**src/rtl/pipe_ctrl_hazard_pkg.sv**
```systemverilog
// Shared types and constants for the pipeline control path: decoded control
// vector layout, forwarding select codes and the opcodes used by control_unit.
package pipe_ctrl_pkg;

    // Bit 7 down to bit 0, matching the control_unit output vector.
    typedef struct packed {
        logic       reg_write;
        logic       alu_src;
        logic       mem_write;
        logic       mem_read;
        logic       memtoreg;
        logic       branch;
        logic [1:0] alu_op;
    } ctrl_t;

    localparam int CTRL_REGWRITE_BIT = 7;
    localparam int CTRL_ALUSRC_BIT   = 6;
    localparam int CTRL_MEMWRITE_BIT = 5;
    localparam int CTRL_MEMREAD_BIT  = 4;
    localparam int CTRL_MEMTOREG_BIT = 3;
    localparam int CTRL_BRANCH_BIT   = 2;
    localparam int CTRL_ALUOP_LSB    = 0;

    localparam ctrl_t CTRL_NOP = 8'h00;
    localparam ctrl_t CTRL_R   = 8'h82;
    localparam ctrl_t CTRL_I   = 8'hC0;
    localparam ctrl_t CTRL_LW  = 8'hD8;
    localparam ctrl_t CTRL_SW  = 8'h60;
    localparam ctrl_t CTRL_BEQ = 8'h05;

    localparam logic [1:0] FWD_REG = 2'b00;
    localparam logic [1:0] FWD_WB  = 2'b01;
    localparam logic [1:0] FWD_MEM = 2'b10;

    localparam logic [6:0] OP_R   = 7'b0110011;
    localparam logic [6:0] OP_I   = 7'b0010011;
    localparam logic [6:0] OP_LW  = 7'b0000011;
    localparam logic [6:0] OP_SW  = 7'b0100011;
    localparam logic [6:0] OP_BEQ = 7'b1100011;

    // Immediate-operand ALU ops ignore the rs2 field; stores and branches read it.
    function automatic logic uses_rs2(input ctrl_t c);
        return !c.alu_src | c.mem_write | c.branch;
    endfunction

endpackage

```
**src/rtl/pipe_ctrl_hazard_if.sv**
```systemverilog
// ID-side inputs and EX/MEM/WB control outputs of the pipeline control block.
interface pipe_ctrl_hazard_if #(
    parameter int RA_W  = 5,
    parameter int CNT_W = 16
) ();
    logic                 id_valid;
    pipe_ctrl_pkg::ctrl_t id_ctrl;
    logic [RA_W-1:0]      id_rs1;
    logic [RA_W-1:0]      id_rs2;
    logic [RA_W-1:0]      id_rd;
    logic                 ex_branch_taken;

    logic                 stall;
    logic                 flush_ifid;
    logic                 ex_valid;
    pipe_ctrl_pkg::ctrl_t ex_ctrl;
    logic [RA_W-1:0]      ex_rd;
    logic [1:0]           fwd_a;
    logic [1:0]           fwd_b;
    logic                 mem_valid;
    pipe_ctrl_pkg::ctrl_t mem_ctrl;
    logic [RA_W-1:0]      mem_rd;
    logic                 wb_reg_write;
    logic                 wb_memtoreg;
    logic [RA_W-1:0]      wb_rd;
    logic [CNT_W-1:0]     bubble_cnt;

    modport slave (
        input  id_valid, id_ctrl, id_rs1, id_rs2, id_rd, ex_branch_taken,
        output stall, flush_ifid, ex_valid, ex_ctrl, ex_rd, fwd_a, fwd_b,
               mem_valid, mem_ctrl, mem_rd, wb_reg_write, wb_memtoreg, wb_rd, bubble_cnt
    );

    modport master (
        output id_valid, id_ctrl, id_rs1, id_rs2, id_rd, ex_branch_taken,
        input  stall, flush_ifid, ex_valid, ex_ctrl, ex_rd, fwd_a, fwd_b,
               mem_valid, mem_ctrl, mem_rd, wb_reg_write, wb_memtoreg, wb_rd, bubble_cnt
    );
endinterface

```
**src/rtl/pipe_ctrl_hazard_hazard_detect.sv**
```systemverilog
// Combinational load-use and taken-branch detection; decides whether the
// next EX entry is a bubble.
module hazard_detect #(
    parameter int RA_W = 5
) (
    input  logic            id_valid,
    input  logic            id_uses_rs2,
    input  logic [RA_W-1:0] id_rs1,
    input  logic [RA_W-1:0] id_rs2,
    input  logic            ex_valid,
    input  logic            ex_mem_read,
    input  logic            ex_branch,
    input  logic [RA_W-1:0] ex_rd,
    input  logic            ex_branch_taken,
    output logic            stall,
    output logic            flush_ifid,
    output logic            bubble
);
    logic load_use;

    always_comb begin
        load_use = id_valid && ex_valid && ex_mem_read && (ex_rd != '0) &&
                   ((ex_rd == id_rs1) || (id_uses_rs2 && (ex_rd == id_rs2)));
        flush_ifid = ex_valid && ex_branch && ex_branch_taken;
        // The ID instruction is squashed on a flush, so there is nothing left to stall.
        stall  = load_use && !flush_ifid;
        bubble = load_use || flush_ifid;
    end
endmodule

```
**src/rtl/pipe_ctrl_hazard.sv**
```systemverilog
// Carries decoded control through EX/MEM/WB, inserts bubbles for load-use and
// taken branches, selects EX operand forwarding and counts bubbles.
module pipe_ctrl_hazard
    import pipe_ctrl_pkg::*;
#(
    parameter int RA_W  = 5,
    parameter int CNT_W = 16
) (
    input  logic              clk,
    input  logic              rst_n,
    pipe_ctrl_hazard_if.slave bus
);
    logic            ex_valid_q, ex_valid_d;
    ctrl_t           ex_ctrl_q, ex_ctrl_d;
    logic [RA_W-1:0] ex_rs1_q, ex_rs1_d;
    logic [RA_W-1:0] ex_rs2_q, ex_rs2_d;
    logic [RA_W-1:0] ex_rd_q, ex_rd_d;
    logic            mem_valid_q, mem_valid_d;
    ctrl_t           mem_ctrl_q, mem_ctrl_d;
    logic [RA_W-1:0] mem_rd_q, mem_rd_d;
    logic            wb_valid_q, wb_valid_d;
    logic            wb_regwrite_q, wb_regwrite_d;
    logic            wb_memtoreg_q, wb_memtoreg_d;
    logic [RA_W-1:0] wb_rd_q, wb_rd_d;
    logic [CNT_W-1:0] bubble_cnt_q, bubble_cnt_d;

    logic stall, flush_ifid, bubble;
    logic wb_reg_write;
    logic [1:0][RA_W-1:0] ex_rs;
    logic [1:0][1:0]      fwd_sel;

    hazard_detect #(.RA_W(RA_W)) u_hazard (
        .id_valid        (bus.id_valid),
        .id_uses_rs2     (uses_rs2(bus.id_ctrl)),
        .id_rs1          (bus.id_rs1),
        .id_rs2          (bus.id_rs2),
        .ex_valid        (ex_valid_q),
        .ex_mem_read     (ex_ctrl_q.mem_read),
        .ex_branch       (ex_ctrl_q.branch),
        .ex_rd           (ex_rd_q),
        .ex_branch_taken (bus.ex_branch_taken),
        .stall           (stall),
        .flush_ifid      (flush_ifid),
        .bubble          (bubble)
    );

    always_comb begin
        ex_valid_d = bus.id_valid;
        ex_ctrl_d  = bus.id_ctrl;
        ex_rs1_d   = bus.id_rs1;
        ex_rs2_d   = bus.id_rs2;
        ex_rd_d    = bus.id_rd;
        if (bubble) begin
            ex_valid_d = 1'b0;
            ex_ctrl_d  = CTRL_NOP;
            ex_rs1_d   = '0;
            ex_rs2_d   = '0;
            ex_rd_d    = '0;
        end
        mem_valid_d   = ex_valid_q;
        mem_ctrl_d    = ex_ctrl_q;
        mem_rd_d      = ex_rd_q;
        wb_valid_d    = mem_valid_q;
        wb_regwrite_d = mem_ctrl_q.reg_write;
        wb_memtoreg_d = mem_ctrl_q.memtoreg;
        wb_rd_d       = mem_rd_q;
        bubble_cnt_d  = bubble_cnt_q;
        if (bubble && (bubble_cnt_q != {CNT_W{1'b1}})) begin
            bubble_cnt_d = bubble_cnt_q + CNT_W'(1);
        end
    end

    always_ff @(posedge clk or negedge rst_n) begin
        if (!rst_n) begin
            ex_valid_q    <= 1'b0;
            ex_ctrl_q     <= CTRL_NOP;
            ex_rs1_q      <= '0;
            ex_rs2_q      <= '0;
            ex_rd_q       <= '0;
            mem_valid_q   <= 1'b0;
            mem_ctrl_q    <= CTRL_NOP;
            mem_rd_q      <= '0;
            wb_valid_q    <= 1'b0;
            wb_regwrite_q <= 1'b0;
            wb_memtoreg_q <= 1'b0;
            wb_rd_q       <= '0;
            bubble_cnt_q  <= '0;
        end else begin
            ex_valid_q    <= ex_valid_d;
            ex_ctrl_q     <= ex_ctrl_d;
            ex_rs1_q      <= ex_rs1_d;
            ex_rs2_q      <= ex_rs2_d;
            ex_rd_q       <= ex_rd_d;
            mem_valid_q   <= mem_valid_d;
            mem_ctrl_q    <= mem_ctrl_d;
            mem_rd_q      <= mem_rd_d;
            wb_valid_q    <= wb_valid_d;
            wb_regwrite_q <= wb_regwrite_d;
            wb_memtoreg_q <= wb_memtoreg_d;
            wb_rd_q       <= wb_rd_d;
            bubble_cnt_q  <= bubble_cnt_d;
        end
    end

    // x0 is hardwired, so a write to it is never visible and never forwarded.
    assign wb_reg_write = wb_valid_q && wb_regwrite_q && (wb_rd_q != '0);
    assign ex_rs        = {ex_rs2_q, ex_rs1_q};

    // Index 0 selects operand A (rs1), index 1 operand B (rs2); the younger MEM result wins.
    for (genvar gi = 0; gi < 2; gi++) begin : g_fwd
        assign fwd_sel[gi] =
            (mem_valid_q && mem_ctrl_q.reg_write && (mem_rd_q != '0) && (mem_rd_q == ex_rs[gi])) ? FWD_MEM :
            (wb_reg_write && (wb_rd_q == ex_rs[gi]))                                             ? FWD_WB  :
                                                                                                   FWD_REG;
    end

    assign bus.stall        = stall;
    assign bus.flush_ifid   = flush_ifid;
    assign bus.ex_valid     = ex_valid_q;
    assign bus.ex_ctrl      = ex_ctrl_q;
    assign bus.ex_rd        = ex_rd_q;
    assign bus.fwd_a        = fwd_sel[0];
    assign bus.fwd_b        = fwd_sel[1];
    assign bus.mem_valid    = mem_valid_q;
    assign bus.mem_ctrl     = mem_ctrl_q;
    assign bus.mem_rd       = mem_rd_q;
    assign bus.wb_reg_write = wb_reg_write;
    assign bus.wb_memtoreg  = wb_memtoreg_q;
    assign bus.wb_rd        = wb_rd_q;
    assign bus.bubble_cnt   = bubble_cnt_q;
endmodule

```
**src/flat_wrapper.sv**
```systemverilog
// flat-port wrapper written by rule: the top's interface ports become plain ports
module pipe_ctrl_hazard_flat import pipe_ctrl_pkg::*;
#(
    parameter int RA_W  = 5,
    parameter int CNT_W = 16
)
  (clk, rst_n, bus_id_valid, bus_id_ctrl, bus_id_rs1, bus_id_rs2, bus_id_rd, bus_ex_branch_taken, bus_stall, bus_flush_ifid, bus_ex_valid, bus_ex_ctrl, bus_ex_rd, bus_fwd_a, bus_fwd_b, bus_mem_valid, bus_mem_ctrl, bus_mem_rd, bus_wb_reg_write, bus_wb_memtoreg, bus_wb_rd, bus_bubble_cnt);
  pipe_ctrl_hazard_if #(.RA_W(RA_W), .CNT_W(CNT_W)) bus_i ();
  input  logic clk;
  input  logic rst_n;
  input wire logic [$bits(bus_i.id_valid)-1:0] bus_id_valid;
  input wire logic [$bits(bus_i.id_ctrl)-1:0] bus_id_ctrl;
  input wire logic [$bits(bus_i.id_rs1)-1:0] bus_id_rs1;
  input wire logic [$bits(bus_i.id_rs2)-1:0] bus_id_rs2;
  input wire logic [$bits(bus_i.id_rd)-1:0] bus_id_rd;
  input wire logic [$bits(bus_i.ex_branch_taken)-1:0] bus_ex_branch_taken;
  output wire logic [$bits(bus_i.stall)-1:0] bus_stall;
  output wire logic [$bits(bus_i.flush_ifid)-1:0] bus_flush_ifid;
  output wire logic [$bits(bus_i.ex_valid)-1:0] bus_ex_valid;
  output wire logic [$bits(bus_i.ex_ctrl)-1:0] bus_ex_ctrl;
  output wire logic [$bits(bus_i.ex_rd)-1:0] bus_ex_rd;
  output wire logic [$bits(bus_i.fwd_a)-1:0] bus_fwd_a;
  output wire logic [$bits(bus_i.fwd_b)-1:0] bus_fwd_b;
  output wire logic [$bits(bus_i.mem_valid)-1:0] bus_mem_valid;
  output wire logic [$bits(bus_i.mem_ctrl)-1:0] bus_mem_ctrl;
  output wire logic [$bits(bus_i.mem_rd)-1:0] bus_mem_rd;
  output wire logic [$bits(bus_i.wb_reg_write)-1:0] bus_wb_reg_write;
  output wire logic [$bits(bus_i.wb_memtoreg)-1:0] bus_wb_memtoreg;
  output wire logic [$bits(bus_i.wb_rd)-1:0] bus_wb_rd;
  output wire logic [$bits(bus_i.bubble_cnt)-1:0] bus_bubble_cnt;
  assign bus_i.id_valid = bus_id_valid;
  assign bus_i.id_ctrl = bus_id_ctrl;
  assign bus_i.id_rs1 = bus_id_rs1;
  assign bus_i.id_rs2 = bus_id_rs2;
  assign bus_i.id_rd = bus_id_rd;
  assign bus_i.ex_branch_taken = bus_ex_branch_taken;
  assign bus_stall = bus_i.stall;
  assign bus_flush_ifid = bus_i.flush_ifid;
  assign bus_ex_valid = bus_i.ex_valid;
  assign bus_ex_ctrl = bus_i.ex_ctrl;
  assign bus_ex_rd = bus_i.ex_rd;
  assign bus_fwd_a = bus_i.fwd_a;
  assign bus_fwd_b = bus_i.fwd_b;
  assign bus_mem_valid = bus_i.mem_valid;
  assign bus_mem_ctrl = bus_i.mem_ctrl;
  assign bus_mem_rd = bus_i.mem_rd;
  assign bus_wb_reg_write = bus_i.wb_reg_write;
  assign bus_wb_memtoreg = bus_i.wb_memtoreg;
  assign bus_wb_rd = bus_i.wb_rd;
  assign bus_bubble_cnt = bus_i.bubble_cnt;
  pipe_ctrl_hazard #(.RA_W(RA_W), .CNT_W(CNT_W)) u_core (.clk(clk), .rst_n(rst_n), .bus(bus_i));
endmodule
```
**config.mk**
```make
export PLATFORM = sky130hd
export DESIGN_NAME = pipe_ctrl_hazard_flat
export DESIGN_NICKNAME = d
export VERILOG_FILES = /design/src/rtl/pipe_ctrl_hazard_pkg.sv /design/src/rtl/pipe_ctrl_hazard_if.sv /design/src/rtl/pipe_ctrl_hazard_hazard_detect.sv /design/src/rtl/pipe_ctrl_hazard.sv /design/src/flat_wrapper.sv
export SDC_FILE = /design/constraint.sdc
export NUM_CORES = 1
export LEC_CHECK = 0
export CAP_MARGIN = 5
export CORE_MARGIN = 1.5
export CORE_UTILIZATION = 49
export DETAILED_ROUTE_END_ITERATION = 10
export HOLD_SLACK_MARGIN = 0.05
export PLACE_DENSITY = 0.9
export SLEW_MARGIN = 20
export SYNTH_ARGS = -nofsm -noshare
export SYNTH_HDL_FRONTEND = slang
export SYNTH_SLANG_ARGS = --single-unit
```
**constraint.sdc**
```tcl
create_clock -name clk -period 4.8 [get_ports clk]
set_clock_uncertainty 0.15 [all_clocks]
set_input_delay 0.96 -clock clk [delete_from_list [all_inputs] [get_ports clk]]
set_output_delay 0.96 -clock clk [all_outputs]
set_load 0.02 [all_outputs]
```
==> summary.md <==
| Metric | Value |
|---|---|
| Most common cell after layout, fill and taps aside | `clkdlybuf4s50_1` |
| Clock tree buffer depth | `2` |
| Routed wl met2 | `slightly below 3000 um` |
| CP peak stage delay | `between 600 and 700 ps` |
| Cells on Worst Hold Path | `0` |
| Post-CTS sizing | `0` |
| Placement Setup Slack | `around 930 ps` |
| Via-per-instance ratio | `about 5.1` |
| WHS | `between 200 and 250 ps` |
| Critical path peak fanout | `3` |
| Cell variety after synth | `44` |
| Setup WS post-layout | `918.1 ps` |
| Post-Syn Area per Cell | `12.80 sq um` |
| Most used cell, CP | `clkdlybuf4s50_1` |
| Crit path capture type | `output pin` |
| Hold buffers post-CTS | `0` |
| Number of synthesized flops with an enable pin | `0` |
| Fillers | `around 370` |
| Syn_nets | `between 200 and 250` |
| Hold Vio Cnt, Final | `0` |
| WP data arrival | `approximately 2800 ps` |
| Global route total overflow | `0` |
| Post-synth top area cell | `dfrtp_1` |
| Number of CTS-inserted buffers | `9` |
| Die W | `76 um` |
| Total setup buffers inserted after CTS | `0` |
| Power Density | `about 350 nW/um^2` |
| WL met3 | `roughly 340 um` |
| Antenna viol nets, final | `0` |
| Vias in the first global route | `between 1,500 and 2,000` |
| Antenna violations before repair | `0` |
| Max Clk Rate | `roughly 260 MHz` |
| DP HPWL | `between 4000 and 5000 um` |
| Final GP Congestion | `between 0.8 and 0.9` |
| Worst setup SP type | `input pin` |
| Number of buffers added on ports | `83` |
| First-pass GRT wire length | `roughly 9500 um` |
| Clock slew at reported path FFs | `60 ps` |
| Die Y | `76 um` |
| Post-synth ARST share | `100.0%` |
| YS warnings | `0` |
| Reg2Reg Depth | `7` |
| Synth area leaders | `dfrtp_1, xnor2_1, and2_1` |
| Max-slew headroom | `49.50%` |
| # rows | `26` |
| Layout Cells excl Fill | `about 370` |
| DR iter-0 viols | `between 80 and 90` |
| Post-synth top area share | `59.42%` |
| Placed cell count | `~350` |
| Initial Utilization | `51.13%` |
| Setup TNS | `0 ps` |
| Routed WL per cell | `around 16 um` |
| Seq/Total Area, Yosys | `roughly three fifths` |
| CP Data Required Time | `between 3000 and 4000 ps` |
| # setup viols final | `0` |
| NumNets Final | `320` |
| Ant diodes | `0` |
| Status | `finished clean` |
| DRC viols | `0` |
| Fin crit share | `between 80% and 90%` |
| GR Util All Layers | `21.63%` |
| Max-cap viol count | `0` |
| Slowest cell on crit path | `clkdlybuf4s50_1` |
| Hold Crit Class | `reg -> reg` |
| Crit Path Class | `in -> out` |
| Clock latency at the later pin of the worst-skew pair | `330 ps` |
| Area grow syn2layout | `39.43%` |
| Tmin final | `between 3000 and 4000 ps` |
| Synth Cell Area | `approximately 2600 sq um` |
| Crit path depth | `6` |
| CP delay by family, top | `buffers and inverters` |
| Worst-margin pin slew | `approximately 760 ps` |
| Wl on met1 | `2358 um` |
| Crit path buf inv count | `2` |
| Most frequent cells in the layout | `clkdlybuf4s50_1, dfrtp_1, and2_1, xnor2_1, xor2_1` |
| Vias post-DR | `approximately 1,900` |
| Largest net degree at the start of global routing | `63` |
| Clock root buffer | `clkbuf_8` |
| FF/Latch Area | `roughly 1600 sq um` |
| Multi-input gate area | `~1000 sq um` |
| Ys flop type | `dfrtp_1` |
| RSZ-0062 raised after global routing | `false` |
| I/O pins | `84` |
| Critical path cell sequence | `clkdlybuf4s50_1, xnor2_1, nand4_1, o22ai_2, and3_1, clkdlybuf4s50_1` |
| CTS tree | `done` |
| Slew Limit Fails | `0` |
| FF+latch count, synth | `62` |
| WL final | `just under 6000 um` |
| Total iterations of the first detailed-routing run | `4` |
| Core area | `approximately 5100 sq um` |
| Leakage power | `roughly 1.5 nW` |
| Die area | `roughly 5800 sq um` |
| Max rail drop VDD | `0.3511 mV` |
| Synthesized instance count | `204` |
| Sinks on Clock Net | `slightly above 60` |
| Share of cells above drive strength 1 | `under 10%` |
| Htree depth | `3` |
| Top layer in use | `met4` |
## sequential cells by signal, indices dropped and copies added, names as in the netlist
register and flops:
u_core.bus.mem_valid 1, u_core.bus.mem_ctrl 6, u_core.wb_memtoreg_d 1, u_core.wb_regwrite_q 1
u_core.bus.ex_rd 5, u_core.wb_regwrite_d 1, u_core.bus.bubble_cnt 16, u_core.ex_rs2_q 5
u_core.bus.wb_rd 5, u_core.wb_valid_q 1, u_core.ex_rs1_q 5, u_core.bus.wb_memtoreg 1
u_core.bus.ex_valid 1, u_core.bus.ex_ctrl 8, u_core.bus.mem_rd 5
## layout make-up
type	instances	share of cell area, %
Clock buffer	12	3.986
Clock inverter	2	0.2749
Inverter	1	0.1031
Multi-Input combinational cell	133	27.53
Sequential cell	62	42.61
Tap cell	70	2.405
Timing Repair Buffer	85	23.09
## logic make-up (layout without fill, tap and decap cells)
logic type	after synthesis	in the layout	share of synthesized area (%)
AND/OR/NAND/NOR	77	77	19.31
flip-flops	62	62	59.42
XOR/XNOR	40	40	13.42
AO/OA/AOI/OAI	12	12	3.737
buffers and inverters	9	100	2.204
multiplexers	3	3	1.437
adder cells (fa/ha/maj)	1	1	0.4791
## routing by layer
metal | vias to the layer above | global-route usage (%)
li1 | 869 | -
met5 | - | 0
met4 | 0 | 8.704
met2 | 65 | 36.22
met3 | 13 | 7.425
met1 | 906 | 25.68
## synthesized netlist by cell type, types with 2 or more instances
cell        n
nor4_1      3
and3_1      2
mux2_1      2
nand3_1     9
nor4b_2     2
nor2_1      5
o31ai_1     2
nand2b_1    3
and2_1     25
nand2_1     6
buf_4       4
clkbuf_1    2
dfrtp_1    62
xor2_1     16
nand4_1     5
a2bb2oi_1   2
nor4_2      2
nor3_1      3
xnor2_1    24
## final timing paths
kind / startpoint / end / slack, ps
setup / recovery: bus_id_rs2[0] / bus_stall / 920
setup reg to reg: u_core.bus.ex_rd[2] / u_core.bus.bubble_cnt[12] / 2410
max in group asynchronous: rst_n / u_core.bus.bubble_cnt[10] / 3370
hold reg to reg: u_core.bus.ex_ctrl[5] / u_core.bus.mem_ctrl[5] / 230
min in group asynchronous: rst_n / u_core.bus.wb_rd[2] / 640
hold / removal: u_core.bus.ex_ctrl[5] / u_core.bus.mem_ctrl[5] / 230
## per-stage QoR
stage | util (%) | instance area [sq um] | total power, W
finish | 71.29 | 3641 | 0.001264
CTS | 71.29 | 3641 | 0.001275
global placement | 68.25 | 3486 | 0.0008842
global route | 71.29 | 3641 | 0.001326
detailed placement | 68.25 | 3486 | 0.0008993
floorplan | - | 2611 | 0.0007563
## report_power, final
| group | switching (W) | leakage [nW] | internal (W) |
|---|---|---|---|
| clock | 0.000180 | 0.0821 | 0.000194 |
| combinational | 0.000125 | 0.675 | 0.000141 |
| sequential | 0.0000561 | 0.765 | 0.000568 |
Note: power is estimated with default switching activity, not from simulation.
